### src/rtl/bcd_time_counter.sv
// bcd_time_counter: 24-hour BCD time-of-day counter with a 1 Hz prescaler
// and a validated synchronous preset port.
module bcd_time_counter #(
    parameter int CLK_HZ = 50_000_000
) (
    input  logic       clk,
    input  logic       rst,
    input  logic       run,
    input  logic       load,
    input  logic [3:0] ld_h_t,
    input  logic [3:0] ld_h_u,
    input  logic [3:0] ld_m_t,
    input  logic [3:0] ld_m_u,
    input  logic [3:0] ld_s_t,
    input  logic [3:0] ld_s_u,
    output logic [3:0] h_t,
    output logic [3:0] h_u,
    output logic [3:0] m_t,
    output logic [3:0] m_u,
    output logic [3:0] s_t,
    output logic [3:0] s_u,
    output logic       sec_tick,
    output logic       day_tick,
    output logic       load_err
);
    localparam int PW = $clog2(CLK_HZ);
    localparam logic [PW-1:0] PRE_TOP = PW'(CLK_HZ - 1);

    logic [PW-1:0] r_pre;
    logic          w_wrap;
    logic          w_valid;
    logic          w_do_load;
    logic          w_adv;
    logic          w_c_su, w_c_st, w_c_mu, w_c_mt, w_day;
    logic [3:0]    w_h_t, w_h_u, w_m_t, w_m_u, w_s_t, w_s_u;

    assign w_wrap    = run && (r_pre == PRE_TOP);
    assign w_valid   = (ld_h_t <= 4'd2) && (ld_h_u <= 4'd9) && !((ld_h_t == 4'd2) && (ld_h_u > 4'd3))
                    && (ld_m_t <= 4'd5) && (ld_m_u <= 4'd9)
                    && (ld_s_t <= 4'd5) && (ld_s_u <= 4'd9);
    assign w_do_load = load && w_valid;
    // a valid load discards a coincident advance
    assign w_adv     = w_wrap && !w_do_load;

    always_comb begin
        w_c_su = (s_u == 4'd9);
        w_c_st = w_c_su && (s_t == 4'd5);
        w_c_mu = w_c_st && (m_u == 4'd9);
        w_c_mt = w_c_mu && (m_t == 4'd5);
        w_day  = w_c_mt && (h_t == 4'd2) && (h_u == 4'd3);
        w_s_u  = w_c_su ? 4'd0 : s_u + 4'd1;
        w_s_t  = w_c_su ? (w_c_st ? 4'd0 : s_t + 4'd1) : s_t;
        w_m_u  = w_c_st ? (w_c_mu ? 4'd0 : m_u + 4'd1) : m_u;
        w_m_t  = w_c_mu ? (w_c_mt ? 4'd0 : m_t + 4'd1) : m_t;
        w_h_u  = w_c_mt ? ((w_day || h_u == 4'd9) ? 4'd0 : h_u + 4'd1) : h_u;
        w_h_t  = w_day ? 4'd0 : (w_c_mt && h_u == 4'd9) ? h_t + 4'd1 : h_t;
    end

    always_ff @(posedge clk or posedge rst) begin
        if (rst) begin
            r_pre    <= '0;
            h_t      <= '0;
            h_u      <= '0;
            m_t      <= '0;
            m_u      <= '0;
            s_t      <= '0;
            s_u      <= '0;
            sec_tick <= 1'b0;
            day_tick <= 1'b0;
            load_err <= 1'b0;
        end else begin
            sec_tick <= w_adv;
            day_tick <= w_adv && w_day;
            load_err <= load && !w_valid;
            if (w_do_load) begin
                r_pre <= '0;
                h_t   <= ld_h_t;
                h_u   <= ld_h_u;
                m_t   <= ld_m_t;
                m_u   <= ld_m_u;
                s_t   <= ld_s_t;
                s_u   <= ld_s_u;
            end else begin
                if (run)
                    r_pre <= w_wrap ? '0 : r_pre + PW'(1);
                if (w_adv) begin
                    h_t <= w_h_t;
                    h_u <= w_h_u;
                    m_t <= w_m_t;
                    m_u <= w_m_u;
                    s_t <= w_s_t;
                    s_u <= w_s_u;
                end
            end
        end
    end
endmodule

### config.mk
export PLATFORM = sky130hd
export DESIGN_NAME = bcd_time_counter
export DESIGN_NICKNAME = d
export VERILOG_FILES = /design/src/rtl/bcd_time_counter.sv
export SDC_FILE = /design/constraint.sdc
export NUM_CORES = 1
export LEC_CHECK = 0
export BUFFER_PORTS_ARGS = -buffer_cell sky130_fd_sc_hd__buf_2
export CAP_MARGIN = 20
export CORE_MARGIN = 2
export CORE_UTILIZATION = 54
export DETAILED_ROUTE_END_ITERATION = 7
export GPL_TIMING_DRIVEN = 0
export PLACE_DENSITY = 0.85
export SYNTH_ARGS = -nofsm -noshare
export SYNTH_HDL_FRONTEND = slang
export SYNTH_SLANG_ARGS = --single-unit
### constraint.sdc
create_clock -name clk -period 4.4 [get_ports clk]
set_input_delay 0.44 -clock clk [delete_from_list [all_inputs] [get_ports clk]]
set_output_delay 0.44 -clock clk [all_outputs]
set_load 0.03 [all_outputs]
# [Word-level counts from Yosys, hierarchy flattened]
# Cells that the tools add are included.
[word_totals] in_bits=28 regBits=53 elab_cells=93
[classes] n_reduce_logical=34 n_mux=26 n_lt_le_gt_ge=7 eq_ne=9 add_sub_neg=7
[op_table] cell="4-bit two-way mux" count=23
[op_table] cell="26-bit two-way mux" count=3
[op_table] cell="26-bit by 1-bit adder with 26-bit output, second input constant" count=1
[op_table] cell="26-bit == test, second input constant" count=1
[op_table] cell="4-bit by 1-bit adder with 4-bit output, second input constant" count=6
[op_table] cell="1-bit logical AND" count=18
[op_table] cell="4-bit by 2-bit == test with 1-bit output, second input constant" count=3
[op_table] cell="4-bit == test, second input constant" count=3
[op_table] cell="4-bit less-or-equal comparator, second input constant" count=3
[op_table] cell="2-bit nonzero test" count=6
[op_table] cell="2-bit AND reduction" count=5
[op_table] cell="4-bit by 3-bit == test with 1-bit output, second input constant" count=2
[op_table] cell="4-bit by 3-bit less-or-equal comparator with 1-bit output, second input constant" count=2
[op_table] cell="4-bit by 2-bit > comparator with 1-bit output, second input constant" count=1
[op_table] cell="4-bit by 2-bit less-or-equal comparator with 1-bit output, second input constant" count=1
[op_table] cell="1-bit zero test" count=3
[op_table] cell="3-bit nonzero test" count=1
[op_table] cell="1-bit logical OR" count=1

# [Longest topological paths before layout]
[depth] depth_word=13 ltp_mapped=8

# [Least setup slack after synthesis]
# No wires, ideal clock.
[synth_path] kind="register -> register" startpoint="reg s_t[0]" endpoint="reg h_t[0]" synth_period_minus_slack_ps=2236 slack_ps=2164 path_buffers=1 setup_time_ps=82 stages_incl_launch_ff=8 arrival_time_ps=2154 cell_sequence="dfrtp_1 -> ha_1 -> and3b_1 -> and4_1 -> clkbuf_1 -> o21ai_0 -> or4b_1 -> a31oi_1"
[synth_via] elab_chain_len=9 elab_cells_between_ends=12
[synth_lines] item="start, declared" line="20" source="output logic [3:0] s_t,"
[synth_lines] item="start signal, assigned" line="81" source="s_t <= ld_s_t;"
[synth_lines] item="start signal, assigned" line="91" source="s_t <= w_s_t;"
[synth_lines] item="4-bit by 3-bit == test with 1-bit output (*)" line="47" source="w_c_st = w_c_su && (s_t == 4'd5);"
[synth_lines] item="1-bit logical AND (*)" line="47"
[synth_lines] item="1-bit logical AND (*)" line="48" source="w_c_mu = w_c_st && (m_u == 4'd9);"
[synth_lines] item="1-bit logical AND (*)" line="49" source="w_c_mt = w_c_mu && (m_t == 4'd5);"
[synth_lines] item="1-bit logical AND (2 in a row)" line="50" source="w_day = w_c_mt && (h_t == 4'd2) && (h_u == 4'd3);"
[synth_lines] item="4-bit two-way mux" line="56" source="w_h_t = w_day ? 4'd0 : (w_c_mt && h_u == 4'd9) ? h_t + 4'd1 : h_t;"
[synth_lines] item="4-bit two-way mux" line="86" source="if (w_adv) begin"
[synth_lines] item="4-bit two-way mux" line="75" source="if (w_do_load) begin"
[synth_lines] item="end signal, assigned" line="77" source="h_t <= ld_h_t;"
[synth_lines] item="end signal, assigned" line="87" source="h_t <= w_h_t;"
[synth_lines] item="end, declared" line="16" source="output logic [3:0] h_t,"
# Mark *: on every way between the ends. The rest lies on a longest branch, timed or not. The select of a mux whose other input is x is not followed.
# A chain may end at the register's enable or synchronous reset.

# [Final worst setup path]
[layout_path] startpoint="reg s_t[1]" endpoint="reg h_t[1]"
# The elaborated chain is that of the path after synthesis.

==> key figures <==
Yosys
  – Top cell type by total area after synthesis: dfrtp_1
  – Seq/Total Area, Yosys: roughly two fifths
  – Syn. warnings: 0
  – Yosys reg bits: 53
  – Ranking of synthesized cells by area: dfrtp_1 39%, mux2i_1 4.7%, a21oi_1 4.1%, ha_1 4.1%, nand3_1 3.7%
  – Asr flop ratio synth: 100%
  – Mapped Cells: between 300 and 400
  – Area share of the largest cell type after synthesis: about two fifths
  – Post-Syn Nets: roughly 410
  – Top FF cell, synth: dfrtp_1
  – Distinct cells, synth: between 50 and 60
  – EDFF count, synth: 0
  – Mapped Avg Cell Area: around 9.2 um^2
  – Synthesized area: about 3400 um^2

Floorplan
  – Top Ports: 55
  – Die X-Extent: between 80 and 90 um
  – Die area: between 6000 and 7000 um^2
  – Initial core utilization: between 50% and 60%
  – Core Rows: 28
  – Die H: roughly 83 um
  – Core ar.: 5990 um^2

Global routing
  – Vias in the first global route: around 3100
  – Initial antenna violation count: 0
  – First-pass GRT wire length: approximately 15 mm
  – Total GRT Usage: approximately 25%
  – Largest net degree at the start of global routing: 29
  – Total grt overflow: 0

Clock tree
  – Post-CTS setup buffers: 0
  – CTS tree: yes
  – Clk_lat worst skew: ~0.32 ns
  – Total CTS buffers: 5
  – Maximum buffer depth of the clock tree: 2
  – Post-cts sizing count: 0
  – H-tree depth: 2
  – Worst-path clk slew: 0.11 ns
  – Clock root cell: clkbuf_8
  – CTS sink cnt: 53
  – Cts hold-fix bufs: 0

Job
  – MaxCap Viol Count: 0

Timing
  – Final min period: about 2.6 ns
  – Max Slew Vio Count: 0
  – Post-route setup TNS: 0 ns
  – F_max: 0.392 GHz
  – Setup-failing EPs final: 0
  – Final period utilization: between 50% and 60%
  – Worst Skew: 0.0164 ns
  – Hold WS: 0.179 ns
  – Tightest Pin Transition: 0.705 ns
  – Final hold vios: 0
  – Slew HR: 52.8%
  – RSZ-0062 raised after global routing: false

Worst setup path
  – Top delay family on crit path: simple AND/OR/NAND/NOR gates
  – WP data arrival: between 2 and 3 ns
  – Data required time at the worst endpoint: about 4.6 ns
  – Critical Path, Cell by Cell: inv_1 -> ha_1 -> and3b_1 -> and4_1 -> clkbuf_1 -> o21ai_0 -> or4b_1 -> a31oi_1
  – Critical path endpoint category: flop
  – Crit-path max FO: 9
  – Startpoint types: flop
  – Max incr delay on CP: approximately 0.52 ns
  – Setup Crit Path Kind: flop to flop
  – Buf/Inv on CP: 2
  – Worst path slowest cell: or4b_1

Detailed routing
  – DR vias: roughly 3300
  – Wire length on met2: between 4 and 5 mm
  – Met1 Routed Length: between 3 and 4 mm
  – Met3 WL: 576 um
  – Vias per inst: 6.52
  – Initial DRC count: roughly 320
  – Max layer used: met4
  – WL/cell: between 15 and 20 um
  – DRC: 0
  – DR pass1 iterations: 5
  – Final ANT Viol Nets: 0
  – Detailed Route WL: between 8 and 9 mm

Run status
  – Status: finished clean

Cells and area
  – Commonest cells after routing, fill and taps aside: 57 x buf_2, 53 x dfrtp_1, 29 x nand2_1
  – Final Util: 64.6%
  – Antenna diodes: 0
  – Area Growth Syn to Fin: 14.4%
  – Fillers: approximately 500
  – Finished Cell Area: 3870 um^2
  – Layout Nets: 470
  – Commonest non-fill, non-tap cell in the layout: buf_2
  – Fraction of layout cells with a size suffix above 1: 18.8%

Placement
  – Placement Cell Area: around 3800 um^2
  – Routability Congestion: ~0.98
  – DP Wirelength: ~6.4 mm
  – Port bufs: 54

Pwr
  – Maximum VDD drop: around 0.00021 V
  – P_sw: just under 0.4 mW
  – Power share of the clock group: between 20% and 30%
  – Sequential share of power: 51.7%
  – Sw Ratio: between 30% and 40%
  – PD cells: roughly 310 nW/um^2
  – Lkg Pwr: ~1.7 nW
  – Comb pwr share: 20.8%
  – Pint: between 0.8 and 0.9 mW

Hold path
  – Hold Crit Class: input pin to asynchronous set/reset pin
[per-layer routing]
layer  global-route usage (%)  vias to the layer above
met5                        0                        -
met4                     6.26                        0
met3                     3.68                       15
met2                     44.5                      159
met1                     32.8                     1609
li1                         -                     1518
[worst register-to-register path: cells and delay by family, from the launching register on]
family / cells / cell delay, ns
AOI/OAI and AO/OA: 2 / 0.47
adders and majority gates: 1 / 0.14
and+or+nand+nor: 3 / 0.97
DFF: 1 / 0.44
buffers and inverters: 2 / 0.43
[cells in the mapped netlist (3+ instances only)]
master / number
o21ai_1: 7
nand3b_1: 5
dfrtp_1: 53
nand4_1: 8
a31oi_1: 7
ha_1: 11
nor4_1: 4
buf_2: 3
or4_1: 10
xnor2_1: 3
nor2_1: 20
and3b_1: 3
nor3_1: 7
nand2_1: 29
nand2b_1: 3
and3_1: 3
or4b_1: 6
and4_1: 5
a21oi_1: 28
or3_1: 11
o21ai_0: 24
nor2b_1: 4
clkbuf_1: 10
o31ai_1: 13
mux2i_1: 16
and2_1: 3
o311ai_1: 4
nand3_1: 25
inv_1: 12
[power groups by stage]
| stage | Sequential [mW] | Combinational (mW) | Clock, mW |
|---|---|---|---|
| detailed placement | 0.623 | 0.250 | 0 |
| CTS | 0.614 | 0.250 | 0.334 |
| finish | 0.618 | 0.248 | 0.329 |
| global placement | 0.618 | 0.239 | 0 |
| floorplan | 0.642 | 0.145 | 0 |
| global route | 0.625 | 0.278 | 0.352 |
[flip-flops by register name, indices dropped and copies added, names as in the netlist]
signal,cells
day_tick,1
h_t,4
h_u,4
load_err,1
m_t,4
m_u,4
r_pre,26
s_t,4
s_u,4
sec_tick,1
[metrics by stage]
step           std cells  power [mW]  setup WS, ns
5_1_grt              506        1.25          1.69
2_1_floorplan        369       0.787          2.16
6_report             506        1.19          1.85
3_5_place_dp         499       0.874          1.76
4_1_cts              506        1.20          1.89
3_3_place_gp         498       0.857          1.77
[cells by family (layout without fill, tap and decap cells)]
kind of cell | after synthesis | in the layout | synth area share [%]
multiplexers | 18 | 18 | 5.40
AND/OR/NAND/NOR | 163 | 163 | 30.5
flip-flops | 53 | 53 | 39.2
buffers and inverters | 29 | 91 | 3.77
adder cells (fa/ha/maj) | 11 | 11 | 4.07
AO/OA/AOI/OAI | 92 | 92 | 16.3
XOR/XNOR | 3 | 3 | 0.777
[final timing paths]
kind	startpoint	to	slack (ns)	cells after the start
max in group asynchronous	rst	r_pre[20]	3.66	3
setup reg to reg	s_t[1]	h_t[1]	1.85	8
hold reg to reg	m_t[3]	m_t[3]	0.53	1
min in group clk	ld_s_t[0]	s_t[0]	0.32	3
setup / recovery	s_t[1]	h_t[1]	1.85	8
hold / removal	rst	day_tick	0.18	2
[area by class of cell]
| type | count | area, um^2 | area share (%) |
|---|---|---|---|
| Clock buffer | 5 | 68.8 | 1.78 |
| Multi-Input combinational cell | 287 | 1930 | 49.8 |
| Timing Repair Buffer | 55 | 290 | 7.50 |
| Inverter | 12 | 45.0 | 1.16 |
| Clock inverter | 2 | 35.0 | 0.905 |
| Sequential cell | 53 | 1330 | 34.3 |
| Buffer | 17 | 82.6 | 2.13 |
| Tap cell | 75 | 93.8 | 2.42 |
(Power assumes the default switching activity.)
